**src/rtl/ctrl_sequencer.sv**
```systemverilog
// Program-store sequencer that replays an address range of 7-bit control words
// over a valid/ready handshake, with optional read-after-write bubble insertion.
module ctrl_sequencer #(
    parameter int         DEPTH    = 16,
    parameter int         AW       = 4,
    parameter logic [6:0] NOP_WORD = 7'h00
) (
    input  logic          clk,
    input  logic          reset_n,
    input  logic          prog_we,
    input  logic [AW-1:0] prog_addr,
    input  logic [6:0]    prog_data,
    input  logic          start,
    input  logic [AW-1:0] start_addr,
    input  logic [AW-1:0] end_addr,
    input  logic [3:0]    repeat_cnt,
    input  logic          abort,
    input  logic          stall_en,
    output logic [6:0]    ctrl,
    output logic          ctrl_valid,
    input  logic          ctrl_ready,
    output logic          busy,
    output logic          done,
    output logic [AW-1:0] pc
);

    typedef enum logic [1:0] {IDLE, RUN, BUBBLE, DONE} state_t;

    state_t        state_reg, state_next;
    logic [AW-1:0] pc_reg, pc_next;
    logic [AW-1:0] first_reg, first_next;
    logic [AW-1:0] last_reg, last_next;
    logic [3:0]    rep_reg, rep_next;
    logic [6:0]    ctrl_reg, ctrl_next;
    logic          valid_reg, valid_next;
    logic          busy_reg, busy_next;
    logic          done_reg, done_next;

    logic [6:0]    mem [DEPTH];
    logic          xfer;
    logic          hazard;
    logic [AW-1:0] pc_adv;
    logic [6:0]    adv_word;

    // Store is only writable while idle so a running program cannot be altered.
    always_ff @(posedge clk) begin
        if (state_reg == IDLE && prog_we)
            mem[prog_addr] <= prog_data;
    end

    assign xfer     = valid_reg && ctrl_ready;
    assign pc_adv   = (pc_reg == last_reg) ? first_reg : pc_reg + 1'b1;
    assign adv_word = mem[pc_adv];
    // Conservative: either field of the next word may read the register just written.
    assign hazard   = stall_en && ((adv_word[3:2] == ctrl_reg[3:2]) ||
                                   (adv_word[1:0] == ctrl_reg[3:2]));

    always_ff @(posedge clk or negedge reset_n) begin
        if (!reset_n) begin
            state_reg <= IDLE;
            pc_reg    <= '0;
            first_reg <= '0;
            last_reg  <= '0;
            rep_reg   <= '0;
            ctrl_reg  <= NOP_WORD;
            valid_reg <= 1'b0;
            busy_reg  <= 1'b0;
            done_reg  <= 1'b0;
        end else begin
            state_reg <= state_next;
            pc_reg    <= pc_next;
            first_reg <= first_next;
            last_reg  <= last_next;
            rep_reg   <= rep_next;
            ctrl_reg  <= ctrl_next;
            valid_reg <= valid_next;
            busy_reg  <= busy_next;
            done_reg  <= done_next;
        end
    end

    always_comb begin
        state_next = state_reg;
        pc_next    = pc_reg;
        first_next = first_reg;
        last_next  = last_reg;
        rep_next   = rep_reg;
        case (state_reg)
            IDLE: begin
                if (start && !abort) begin
                    state_next = RUN;
                    pc_next    = start_addr;
                    first_next = start_addr;
                    last_next  = end_addr;
                    rep_next   = repeat_cnt;
                end
            end
            RUN: begin
                if (abort) begin
                    state_next = IDLE;
                end else if (xfer) begin
                    if (pc_reg == last_reg && rep_reg == 4'd0) begin
                        state_next = DONE;
                    end else begin
                        if (pc_reg == last_reg)
                            rep_next = rep_reg - 4'd1;
                        pc_next    = pc_adv;
                        state_next = hazard ? BUBBLE : RUN;
                    end
                end
            end
            BUBBLE:  state_next = abort ? IDLE : RUN;
            DONE:    state_next = IDLE;
            default: state_next = IDLE;
        endcase
    end

    // Outputs are registered copies of what the next state presents.
    always_comb begin
        ctrl_next  = NOP_WORD;
        valid_next = 1'b0;
        busy_next  = 1'b0;
        done_next  = 1'b0;
        case (state_next)
            RUN: begin
                ctrl_next  = mem[pc_next];
                valid_next = 1'b1;
                busy_next  = 1'b1;
            end
            BUBBLE:  busy_next = 1'b1;
            DONE:    done_next = 1'b1;
            default: ;
        endcase
    end

    assign ctrl       = ctrl_reg;
    assign ctrl_valid = valid_reg;
    assign busy       = busy_reg;
    assign done       = done_reg;
    assign pc         = pc_reg;

endmodule

```
**config.mk**
```make
export PLATFORM = sky130hd
export DESIGN_NAME = ctrl_sequencer
export DESIGN_NICKNAME = d
export VERILOG_FILES = /design/src/rtl/ctrl_sequencer.sv
export SDC_FILE = /design/constraint.sdc
export NUM_CORES = 1
export LEC_CHECK = 0
export ABC_CLOCK_PERIOD_IN_PS = 4880
export BUFFER_PORTS_ARGS = -buffer_cell sky130_fd_sc_hd__buf_2
export CAP_MARGIN = 20
export CORE_MARGIN = 1
export CORE_UTILIZATION = 61
export DETAILED_ROUTE_END_ITERATION = 7
export PLACE_DENSITY = 0.8
export SLEW_MARGIN = 25
export SYNTH_ARGS = -nofsm -noshare
export SYNTH_HDL_FRONTEND = slang
export SYNTH_SLANG_ARGS = --single-unit
```
**constraint.sdc**
```tcl
create_clock -name clk -period 4.88 [get_ports clk]
set_input_delay 0.976 -clock clk [delete_from_list [all_inputs] [get_ports clk]]
set_output_delay 0.976 -clock clk [all_outputs]
set_load 0.1 [all_outputs]
```
== Yosys cells after proc, flatten, opt, wreduce, memory -nomap -nowiden ==
Memory sizes are Yosys's and may differ from the RTL's.
Index checks and enable logic that the tools add are counted.

* $add $sub $neg: 2
* Shifts and indexed selects: 0
* Divide/modulo/power cells: 0
* Reduce and logical (&&, ||, !) cells: 13
* $lt $le $gt $ge: 0
* Muxes and demuxes: 25
* Equal/unequal tests: 14
* Multipliers: 0
* Bitwise operators: 0

{| class="wikitable"
|+ Operator list
! cell !! count
|-
| $mux W4 || 10
|-
| $pmux W4 S2 || 2
|-
| $mux W2 || 5
|-
| $eq A2 B2 Y1 const B || 4
|-
| $ne A2 B2 Y1 const B || 4
|-
| $pmux W2 S4 || 1
|-
| $mux W7 || 1
|-
| $mux W1 || 6
|-
| $reduce_and A6 Y1 || 1
|-
| $logic_and A1 B1 Y1 || 5
|-
| $add A4 B1 Y4 const B || 1
|-
| $eq A2 B1 Y1 const B || 2
|-
| $eq A2 B2 Y1 || 2
|-
| $eq A4 B4 Y1 || 1
|-
| $logic_not A4 Y1 || 1
|-
| $sub A4 B1 Y4 const B || 1
|-
| $logic_not A2 Y1 || 1
|-
| $ne A2 B1 Y1 const B || 1
|-
| $reduce_and A2 Y1 || 1
|-
| $reduce_bool A2 Y1 || 1
|-
| $reduce_or A2 Y1 || 1
|-
| $logic_not A1 Y1 || 1
|-
| $logic_or A1 B1 Y1 || 1
|}

* Bits in latches: 0
* Bits in registers: 28
* Bits in read-only memories: 0
* Bits in writable memories: 112
* Memories: 1
* Logic and storage cells: 64
* Output and inout bits: 14

{| class="wikitable"
|+ Memory list
! memory !! depth !! width !! read ports !! clocked after memory_dff !! wr ports !! RTL line !! RTL
|-
| mem || 16 || 7 || 2 || 0 || 1 || 39 || <nowiki>logic [6:0] mem [DEPTH];</nowiki>
|}

== Logic depth before layout (Yosys ltp) ==
Gate-level depths: netlist of the first run.
An unclocked memory read counts as a cell.

* Depth after elaboration: 14
* Depth in mapped cells: 17
* Gate-level depth less buffers: 15

== Least setup slack after synthesis of the first run ==
Ideal clock, no wire load.

* Path type: register -> register
* From: register pc_reg[1], in the netlist pc[1]
* To: register ctrl_reg[4], in the netlist ctrl[4]
* Data arrival time: 4.416 ns
* Path slack: 0.340 ns
* Library setup time: 0.124 ns
* Path buffers: 2
* Required time: 4.756 ns
* Period minus slack after synthesis: 4.540 ns
* Cell stages (with the launch flop): 17
* Cells stage by stage: dfrtp_1 xor2_1 or4_4 buf_6 o21a_4 buf_6 o2111a_1 nor4_2 xnor2_1 a22oi_2 a221oi_2 a31oi_1 ha_1 nand2b_1 and2b_1 a22oi_1 nand2_1

* Word-level cells in the longest chain between the ends: 13
* Elaborated cells between the ends (all ways): 21
* Classes of those cells: add/sub: 1; eq/ne: 4; mux: 12; reduce/logical: 3; memory: 1

{| class="wikitable"
|+ Ends and longest elaborated chain
! what !! RTL line !! RTL
|-
| from (decl) || 30 || <nowiki>logic [AW-1:0] pc_reg, pc_next;</nowiki>
|-
| from (signal assigned) || 71 || <nowiki>pc_reg <= pc_next;</nowiki>
|-
| $add A4 B1 Y4 or $eq A4 B4 Y1 (tied branches) || 52, 102 ||
|-
| $mux W4 || 52 || <nowiki>assign pc_adv = (pc_reg == last_reg) ? first_reg : pc_reg + 1'b1;</nowiki>
|-
| $mem_v2 Z16 W7 || n/a ||
|-
| $eq A2 B2 Y1, on equally long branches || 55, 56 ||
|-
| $logic_or A1 B1 Y1 || 55 || <nowiki>assign hazard = stall_en && ((adv_word[3:2] == ctrl_reg[3:2]) ||</nowiki>
|-
| $logic_and A1 B1 Y1 || 55 ||
|-
| $mux W2 || 108 || <nowiki>state_next = hazard ? BUBBLE : RUN;</nowiki>
|-
| $mux W2 (*) || 102 || <nowiki>if (pc_reg == last_reg && rep_reg == 4'd0) begin</nowiki>
|-
| $mux W2 (*) || 101 || <nowiki>end else if (xfer) begin</nowiki>
|-
| $mux W2 (*) || 99 || <nowiki>if (abort) begin</nowiki>
|-
| $pmux W2 S4 (*) || 88 || <nowiki>case (state_reg)</nowiki>
|-
| via state_next[0] || 29 || <nowiki>state_t state_reg, state_next;</nowiki>
|-
| $eq A2 B1 Y1 (*) || 124 || <nowiki>case (state_next)</nowiki>
|-
| $mux W7 (*) || 124 ||
|-
| via ctrl_next[4] || 34 || <nowiki>logic [6:0] ctrl_reg, ctrl_next;</nowiki>
|-
| to (signal assigned) || 75 || <nowiki>ctrl_reg <= ctrl_next;</nowiki>
|-
| to (decl) || 34 ||
|}

Mark *: on every way through the listed nets, which the timed path passes. The rest lies on a longest branch.
A chain may end at the register's enable or synchronous reset.

== Final worst setup path of the first run ==
* From: register pc_reg[2], in the netlist pc[2]
* To: register ctrl_reg[3], in the netlist ctrl[3]

The elaborated chain is that of the path after synthesis.

==> metrics.md, run 1 <==
| Metric | Value |
|---|---|
| Status | complete, no violations |
| Top cells by area, synth | edfxtp_1 49%, dfrtp_1 10%, mux2i_1 8.5%, mux4_2 4.6%, o2111a_1 2.8% |
| DP Worst Slack | 464 ps |
| First-pass GRT wire length | 24400 um |
| Layout cells sized above 1 | 23.4% |
| # DRC | 0 |
| Vias in the first global route | 4523 |
| Initial core utilization | 63.2% |
| Max_slew headroom | 39.4% |
| Worst setup EP type | flip-flop |
| CTS Buf Count | 17 |
| Setup TNS | 0 ps |
| Hold buffers post-CTS | 0 |
| Warnings from Yosys | 0 |
| Clk pin slew, worst setup/hold paths | 60 ps |
| H-tree Lvls | 4 |
| Pre-Repair DR Iteration Count | 5 |
| Fin crit period | 4520 ps |
| Largest register FFs | 112 |
| Highest Clock Rate | 221 MHz |
| GRT overflow | 0 |
| Area post-placement | 7240 um2 |
| Post-synth EDFFs | about 110 |
| RSZ-0062 raised after global routing | no |
| Final cycle utilization of the critical path | roughly 93% |
| WL/cell | between 20 and 25 um |
| Type of the worst min-delay path | flip-flop to flip-flop |
| Die X | around 110 um |
| Root buffer cell | clkbuf_16 |
| WS Path Type | flip-flop to flip-flop |
| Setup bufs post-CTS | 0 |
| Initial antenna violation count | 0 |
| Cells after Synth | ~500 |
| Maximum capacitance violations | 0 |
| Post-synth top cells | 112 x edfxtp_1, 59 x mux2i_1, 39 x nor2_1, 31 x inv_1, 28 x dfrtp_1 |
| # nets final | just under 600 |
| Worst Skew | 7.20 ps |
| Largest net degree at the start of global routing | 33 |
| Total power | 4.10 mW |
| Ys async rst share | 20.0% |
| IO Port Bufs | 43 |
| Final setup violation count | 0 |
| Worst skew pair latency | 430 ps |
| Worst vdd ir | 0.000410 V |
| Row count | 38 |
| Final Cell Area | 7800 um2 |
| Synth area leader | edfxtp_1 |
| Avg Cell Area, Syn | 13.8 um2 |
| Final core occ | between 70% and 80% |
| Die Height | about 110 um |
| First-iteration detailed-routing DRC count | 392 |
| CTS tree | done |
| Crit start category | flip-flop |
| PostCTS Resize Cnt | 0 |
| Via count | 4544 |
| Net Count, Synth | 536 |
| CTS max path bufs | 2 |
| Register bit total from synthesis | 140 |
| Synth Flop Type | edfxtp_1 |
| Critical Path Fanout Max | 25 |
| Pwr Density | 526 nW/um2 |
| Total Routing Usage GR | 29.1% |
| Max-slew violations | 0 |
| Antenna diodes | 0 |
| Arrival time at the worst endpoint | 4830 ps |
| Seq/Total Area, Yosys | 58.8% |
| Finished Layout Cells | 700 |
| Io pins | 44 |
| Leakage | 2.99 nW |
| Syn Std Cell Area | 6910 um2 |
| Clock tree sinks | 140 |
| Area Overhead vs Synth | 12.9% |
| Die area | between 10000 and 15000 um2 |
| Hold WS | 520 ps |
| Hold Violations, Final | 0 |
| Setup WS post-layout | 356 ps |
| Count of cell types in the netlist | 61 |
| Most frequent cell after synthesis | edfxtp_1 |
| Vias per cell | between 6 and 7 |
| Final WL | between 15000 and 20000 um |
| Critical Path RT | 5190 ps |
| Detailed placer's ending HPWL | 10600 um |
| Core Area | roughly 11000 um2 |
| Antenna-violating nets left | 0 |
| Placed cells | 668 |
| Measured slew at the worst slew-check pin | 909 ps |
| Fill count | 720 |
| Global placement routability congestion | between 0.8 and 0.9 |
| Top-area cell type share of the netlist area | 48.7% |
[worst max-delay path, stage by stage, from the launching register on]
cell and delay (ps):
dfrtp_1 510, xor2_4 240, or4_4 720, o21a_4 360
o2111a_1 280, nor4_2 320, xnor2_1 170, a22oi_2 90
a221oi_2 350, a31oi_1 190, ha_1 290, nand2b_1 140
and2b_1 300, a22oi_1 330, nand2_1 90
[layer usage]
| layer | GRT usage, % | wire length (um) |
|---|---|---|
| met1 | 37.3 | 6500 |
| met3 | 5.91 | 1070 |
| met4 | 13.7 | 528 |
| met5 | 0 | 0 |
| met2 | 47.6 | 7740 |
[cells in the final DEF, fill, tap and decap left out, drive strengths merged, types with 2 or more instances in the layout]
cell type,netlist,layout
a31oi,3,3
nand2,24,24
dfrtp,28,28
inv,31,38
or3,2,2
a21oi,10,10
o21ai,11,11
nor3b,2,2
a21o,2,2
nor3,7,7
a22oi,14,14
nand3,3,3
ha,5,5
mux2,10,10
o21a,2,2
edfxtp,112,112
nor4,5,5
nand2b,4,4
a211oi,2,2
nor2,39,39
o211ai,24,24
o2111ai,4,4
xnor2,7,7
mux2i,59,59
o22ai,7,7
mux4,14,14
clkbuf,9,17
xor2,4,4
clkinv,0,7
a32o,2,2
buf,20,56
nand4,2,2
a211o,2,2
o2111a,17,17
o41ai,2,2
[power breakdown]
group / leakage [nW] / switching [mW] / internal, mW / total [mW]
Clock: 0.273 / 0.540 / 0.667 / 1.21
Sequential: 1.36 / 0.0895 / 1.35 / 1.44
Combinational: 1.35 / 0.911 / 0.542 / 1.45
Total: 2.99 / 1.54 / 2.56 / 4.10
[cell families after synthesis]
| family | synth area share [%] |
|---|---|
| multiplexers | 14.7 |
| AO/OA/AOI/OAI | 13.0 |
| buffers and inverters | 4.00 |
| AND/OR/NAND/NOR | 6.79 |
| XOR/XNOR | 1.77 |
| flip-flops | 58.8 |
| adder cells (fa/ha/maj) | 0.905 |
[cell type report]
class	count	area, um2	share of cell area (%)
sequential	140	4060	52.1
multi-input combinational	301	2570	33.0
clock buffer	17	425	5.45
timing repair buffer	56	313	4.01
tap	140	175	2.25
clock inverter	15	134	1.72
inverter	31	116	1.49
[path summary, 6_finish.rpt]
kind                                     startpoint                  endpoint  slack [ps]  cells after the start
max                                 pc[2]$_DFF_PN0_         ctrl[3]$_DFF_PN0_         360                     14
max in group asynchronous                   reset_n  first_reg[3]$_DFFE_PN0P_        3860                      1
min reg2reg                first_reg[3]$_DFFE_PN0P_  first_reg[3]$_DFFE_PN0P_         520                      1
min in group asynchronous                   reset_n    rep_reg[0]$_DFFE_PN0P_         590                      1
min                        first_reg[3]$_DFFE_PN0P_  first_reg[3]$_DFFE_PN0P_         520                      1
max reg2reg                         pc[2]$_DFF_PN0_         ctrl[3]$_DFF_PN0_         360                     14
(Power assumes the default switching activity.)
==> run 2: changes to the inputs <==
Settings changed: RECOVER_POWER set to 100.
==> metrics.md, run 2 (synthesized netlist as in run 1, its figures left out) <==
| Metric | Value |
|---|---|
| Type of the worst min-delay path | flip-flop to flip-flop (unchanged) |
| Critical Path RT | 5190 ps (about the same) |
| Setup TNS | 0 ps (unchanged) |
| PostCTS Resize Cnt | 0 (unchanged) |
| Core Area | 10900 um2 (unchanged) |
| CTS Buf Count | 17 (unchanged) |
| Pwr Density | 529 nW/um2 (was 526 nW/um2) |
| Worst vdd ir | 0.000412 V (was 0.000410 V) |
| Delay of the slowest cell on the worst path | 750 ps (was 720 ps) |
| Initial antenna violation count | 0 (unchanged) |
| Final cycle utilization of the critical path | 94.1% (was 92.7%) |
| Initial core utilization | 63.2% (unchanged) |
| Critical Path, Cell by Cell | xor2_1 > or4_4 > o21a_4 > o2111a_1 > nor4_1 > xnor2_1 > a22oi_2 > a221oi_2 > a31oi_1 > ha_1 > nand2b_1 > and2b_1 > a22oi_1 > nand2_1 (was xor2_4 > or4_4 > o21a_4 > o2111a_1 > nor4_2 > xnor2_1 > a22oi_2 > a221oi_2 > a31oi_1 > ha_1 > nand2b_1 > and2b_1 > a22oi_1 > nand2_1) |
| Hold Crit Depth | 1 (unchanged) |
| Highest Clock Rate | 218 MHz (was 221 MHz) |
| First-iteration detailed-routing DRC count | 397 (was 392) |
| Clk pin slew, worst setup/hold paths | 60 ps (about the same) |
| Die X | 108 um (unchanged) |
| Seq pwr share | 35.2% (about the same) |
| Total Routing Usage GR | 29.1% (unchanged) |
| Final setup violation count | 0 (unchanged) |
| RSZ-0062 raised after global routing | no (unchanged) |
| Layout cells sized above 1 | 17.7% (was 23.4%) |
| Setup bufs post-CTS | 0 (unchanged) |
| Clock power frac | 29.6% (was 29.4%) |
| Final WL | 15900 um (was 15800 um) |
| Root buffer cell | clkbuf_16 (unchanged) |
| Area Overhead vs Synth | 11.8% (was 12.9%) |
| Antenna-violating nets left | 0 (unchanged) |
| Clock tree sinks | 140 (unchanged) |
| Area post-placement | 7240 um2 (unchanged) |
| Sw Pwr | 1.54 mW (about the same) |
| Die area | 11800 um2 (unchanged) |
| Row count | 38 (unchanged) |
| CP startpoint | pc[2]$_DFF_PN0_ (unchanged) |
| # nets final | 582 (unchanged) |
| R2R depth | 14 (unchanged) |
| Hold Violations, Final | 0 (unchanged) |
| Comb power frac | 35.2% (was 35.4%) |
| Leakage | 2.89 nW (was 2.99 nW) |
| Pre-Repair DR Iteration Count | 5 (unchanged) |
| Antenna diodes | 0 (unchanged) |
| Vias per cell | 6.48 (was 6.49) |
| Largest register FFs | 112 (unchanged) |
| Worst skew pair latency | 430 ps (about the same) |
| Final Cell Area | 7730 um2 (was 7800 um2) |
| Fill count | 735 (was 720) |
| Reg-to-reg startpoint | pc[2]$_DFF_PN0_ (unchanged) |
| IO Port Bufs | 43 (unchanged) |
| Worst Skew | 6.79 ps (was 7.20 ps) |
| Sw frac | 37.7% (was 37.5%) |
| First-pass GRT wire length | 24400 um (unchanged) |
| WS Path Type | flip-flop to flip-flop (unchanged) |
| CTS tree | done (unchanged) |
| Max_slew headroom | -9.72% (was 39.4%) |
| Fin crit period | 4590 ps (was 4520 ps) |
| CP max stage cell | or4_4 (unchanged) |
| Detailed placer's ending HPWL | 10600 um (unchanged) |
| Status | finished with violations (was complete, no violations) |
| Most frequent cells in the layout | 112 x edfxtp_1, 59 x mux2i_1, 39 x nor2_1 (was 112 x edfxtp_1, 59 x mux2i_1, 43 x buf_2) |
| Max-slew violations | 53 (was 0) |
| WL/cell | 22.7 um (was 22.6 um) |
| # DRC | 0 (unchanged) |
| Worst hold start | first_reg[3]$_DFFE_PN0P_ (unchanged) |
| Hold buffers post-CTS | 0 (unchanged) |
| Maximum capacitance violations | 2 (was 0) |
| Vias in the first global route | 4523 (unchanged) |
| H-tree Lvls | 4 (unchanged) |
| Die Height | 108 um (unchanged) |
| Via count | 4536 (was 4544) |
| Worst setup EP type | flip-flop (unchanged) |
| Largest net degree at the start of global routing | 33 (unchanged) |
| Global placement routability congestion | 0.897 (unchanged) |
| Arrival time at the worst endpoint | 4900 ps (was 4830 ps) |
| Commonest non-fill, non-tap cell in the layout | edfxtp_1 (unchanged) |
| Failing checks | capacitance limit, slew limit |
| Measured slew at the worst slew-check pin | 1650 ps (was 909 ps) |
| GRT overflow | 0 (unchanged) |
| Critical Path Fanout Max | 25 (unchanged) |
| Internal Power | 2.55 mW (was 2.56 mW) |
| CTS max path bufs | 2 (unchanged) |
| Io pins | 44 (unchanged) |
| Crit start category | flip-flop (unchanged) |
run 2: per-stage QoR:
stage / utilization [%] / hold WS, ps / worst slack (ps) / total power, mW / std cells
6_report: 70.7 / 515 / 287 / 4.09 / 700
5_1_grt: 70.7 / 531 / 95.6 / 4.23 / 700
4_1_cts: 71.4 / 519 / 434 / 4.10 / 700
3_5_place_dp: 66.2 / 498 / 464 / 2.89 / 668
3_3_place_gp: 66.2 / 504 / 589 / 2.85 / 668
2_1_floorplan: - / 477 / 340 / 2.61 / 501
run 2: per-layer routing:
layer,up-vias,wire (um),track usage (%),part of all wire [%]
met2,246,7810,47.6,49
met4,0,488,13.7,3.1
met5,-,0,0,0
met3,40,1240,5.91,7.8
met1,2200,6360,37.3,40
li1,2050,-,-,-
run 2: final cells by class:
cell class	instances	area (um2)	area share, %
Clock buffer	17	425	5.50
Clock inverter	15	134	1.73
Timing Repair Buffer	56	269	3.48
Multi-Input combinational cell	301	2540	32.9
Tap cell	140	175	2.27
Sequential cell	140	4060	52.6
Inverter	31	116	1.51
run 2: worst paths after layout:
check,endpoint,slack [ps]
setup / recovery,ctrl[3]$_DFF_PN0_,290
hold / removal,first_reg[3]$_DFFE_PN0P_,510
setup reg to reg,ctrl[3]$_DFF_PN0_,290
hold reg to reg,first_reg[3]$_DFFE_PN0P_,510
max in group asynchronous,first_reg[3]$_DFFE_PN0P_,2960
min in group asynchronous,rep_reg[0]$_DFFE_PN0P_,960
run 2: worst max-delay path: cells and delay by family (launching register included):
family	cells	cell delay [ps]
AND/OR/NAND/NOR	5	1640
AO/OA/AOI/OAI	6	1610
flip-flops	1	470
XOR/XNOR	2	440
adder cells (fa/ha/maj)	1	290
run 2: power by group through the flow:
stage	clock network, mW	registers, mW	logic [mW]
after detailed placement	0	1.46	1.43
final	1.21	1.44	1.44
after global placement	0	1.46	1.39
after global routing	1.26	1.45	1.53
after CTS	1.22	1.44	1.44
after floorplan	0	1.61	0.999
==> run 3: changes to the inputs <==
Settings changed: CORE_UTILIZATION 61 to 25, PLACE_DENSITY 0.8 to not set, SKIP_CTS_REPAIR_TIMING set to 1.
==> metrics.md, run 3 (synthesized netlist as in run 1, its figures left out) <==
| Metric | Value |
|---|---|
| Status | finished with violations (unchanged) |
| Failing checks | capacitance limit, slew limit (unchanged) |
| CTS Buf Count | 17 (unchanged) |
| Layout cells sized above 1 | 18.2% (was 17.7%) |
| Critical Path RT | 5180 ps (was 5190 ps) |
| First-pass GRT wire length | 26200 um (was 24400 um) |
| Final setup violation count | 0 (unchanged) |
| Die Height | 168 um (was 108 um) |
| Clock power frac | 33.4% (was 29.6%) |
| IO Port Bufs | 43 (unchanged) |
| RSZ-0062 raised after global routing | no (unchanged) |
| Worst setup EP type | flip-flop (unchanged) |
| Detailed placer's ending HPWL | 11700 um (was 10600 um) |
| Delay of the slowest cell on the worst path | 640 ps (was 750 ps) |
| Sw Pwr | 1.54 mW (about the same) |
| Row count | 60 (was 38) |
| Sw frac | 35.5% (was 37.7%) |
| Clock tree sinks | 140 (unchanged) |
| Crit start category | flip-flop (unchanged) |
| CTS max path bufs | 2 (unchanged) |
| Root buffer cell | clkbuf_16 (unchanged) |
| First-iteration detailed-routing DRC count | 511 (was 397) |
| # nets final | 582 (unchanged) |
| Worst skew pair latency | 420 ps (was 430 ps) |
| CTS tree | done (unchanged) |
| Internal Power | 2.80 mW (was 2.55 mW) |
| Area Overhead vs Synth | 17.2% (was 11.8%) |
| CP max stage cell | nor4_4 (was or4_4) |
| Vias in the first global route | 4299 (was 4523) |
| Pre-Repair DR Iteration Count | 6 (was 5) |
| Leakage | 2.94 nW (was 2.89 nW) |
| Max_slew headroom | -5.33% (was -9.72%) |
| Die X | 168 um (was 108 um) |
| Max-slew violations | 59 (was 53) |
| Critical Path, Cell by Cell | xor2_4 > nor4_4 > mux2_2 > o2111a_1 > nor4_2 > xnor2_1 > a22oi_2 > a221oi_2 > a31oi_1 > ha_1 > nand2b_1 > and2b_1 > a22oi_1 > nand2_1 (was xor2_1 > or4_4 > o21a_4 > o2111a_1 > nor4_1 > xnor2_1 > a22oi_2 > a221oi_2 > a31oi_1 > ha_1 > nand2b_1 > and2b_1 > a22oi_1 > nand2_1) |
| H-tree Lvls | 4 (unchanged) |
| Antenna-violating nets left | 0 (unchanged) |
| Largest net degree at the start of global routing | 33 (unchanged) |
| Worst vdd ir | 0.000244 V (was 0.000412 V) |
| Type of the worst min-delay path | flip-flop to flip-flop (unchanged) |
| Total Routing Usage GR | 12.5% (was 29.1%) |
| FF-to-FF setup slack | 380 ps (was 290 ps) |
| Measured slew at the worst slew-check pin | 1580 ps (was 1650 ps) |
| Largest register FFs | 112 (unchanged) |
| Final cycle utilization of the critical path | 92.3% (was 94.1%) |
| Worst Skew | 7.81 ps (was 6.79 ps) |
| Io pins | 44 (unchanged) |
| Pwr Density | 536 nW/um2 (was 529 nW/um2) |
| WL/cell | 19.0 um (was 22.7 um) |
| Seq pwr share | 33.3% (was 35.2%) |
| Crit path buf inv count | 0 (unchanged) |
| Global placement routability congestion | 0.822 (was 0.897) |
| Initial antenna violation count | 1 (was 0) |
| Final WL | 17100 um (was 15900 um) |
| GRT overflow | 0 (unchanged) |
| Area post-placement | 7490 um2 (was 7240 um2) |
| Hold Violations, Final | 0 (unchanged) |
| Core Area | 27000 um2 (was 10900 um2) |
| Maximum capacitance violations | 3 (was 2) |
| Highest Clock Rate | 222 MHz (was 218 MHz) |
| Comb power frac | 33.4% (was 35.2%) |
| Critical Path Fanout Max | 14 (was 25) |
| Final Cell Area | 8100 um2 (was 7730 um2) |
| # DRC | 0 (unchanged) |
| Commonest non-fill, non-tap cell in the layout | edfxtp_1 (unchanged) |
| Fill count | 2715 (was 735) |
| Die area | 28300 um2 (was 11800 um2) |
| Family with the most delay on the worst path | simple AND/OR/NAND/NOR gates (unchanged) |
| Via count | 4374 (was 4536) |
| Arrival time at the worst endpoint | 4800 ps (was 4900 ps) |
| Clk pin slew, worst setup/hold paths | 60 ps (about the same) |
| Fin crit period | 4500 ps (was 4590 ps) |
| Initial core utilization | 25.6% (was 63.2%) |
| WS Path Type | flip-flop to flip-flop (unchanged) |
| Most frequent cells in the layout | 112 x edfxtp_1, 59 x mux2i_1, 39 x nor2_1 (unchanged) |
| Vias per cell | 4.85 (was 6.48) |
| Setup TNS | 0 ps (unchanged) |
-- run 3: power groups by stage --
stage	clock network [mW]	logic (mW)	registers (mW)
6_report	1.45	1.45	1.45
5_1_grt	1.52	1.56	1.45
4_1_cts	1.47	1.46	1.44
3_5_place_dp	0	1.45	1.47
3_3_place_gp	0	1.44	1.47
2_1_floorplan	0	0.999	1.61
-- run 3: per-layer routing --
metal / track usage [%] / vias up / part of all wire [%] / wire, um
li1: - / 2041 / - / -
met1: 17.2 / 2163 / 47 / 8040
met2: 19.0 / 155 / 45 / 7680
met3: 3.93 / 15 / 7.1 / 1220
met4: 3.08 / 0 / 1.1 / 184
met5: 0 / - / 0 / 0
-- run 3: layout make-up --
| type | instances | area [um2] | share of cell area (%) |
|---|---|---|---|
| clock buffer | 17 | 425 | 5.25 |
| inverter | 31 | 116 | 1.44 |
| tap | 341 | 427 | 5.27 |
| clock inverter | 14 | 230 | 2.84 |
| timing repair buffer | 56 | 267 | 3.29 |
| sequential | 140 | 4060 | 50.2 |
| antenna | 1 | 2.50 | 0.0309 |
| multi-input combinational | 301 | 2570 | 31.7 |
-- run 3: through the flow --
stage	power (mW)	std cells	setup WS (ps)	util (%)	hold WS, ps
3_3_place_gp	2.91	869	489	27.7	513
5_1_grt	4.53	900	45.6	30.0	546
4_1_cts	4.37	900	410	30.2	525
3_5_place_dp	2.92	869	418	27.7	504
2_1_floorplan	2.61	501	340	-	477
6_report	4.35	901	378	30.0	525
-- run 3: worst paths after layout --
| kind | to | start | cells after the start |
|---|---|---|---|
| min in group asynchronous | rep_reg[3]$_DFFE_PN0P_ | reset_n | 1 |
| max | ctrl[0]$_DFF_PN0_ | pc[2]$_DFF_PN0_ | 14 |
| min reg2reg | first_reg[3]$_DFFE_PN0P_ | first_reg[3]$_DFFE_PN0P_ | 1 |
| max reg2reg | ctrl[0]$_DFF_PN0_ | pc[2]$_DFF_PN0_ | 14 |
| max in group asynchronous | first_reg[2]$_DFFE_PN0P_ | reset_n | 1 |
| min | first_reg[3]$_DFFE_PN0P_ | first_reg[3]$_DFFE_PN0P_ | 1 |
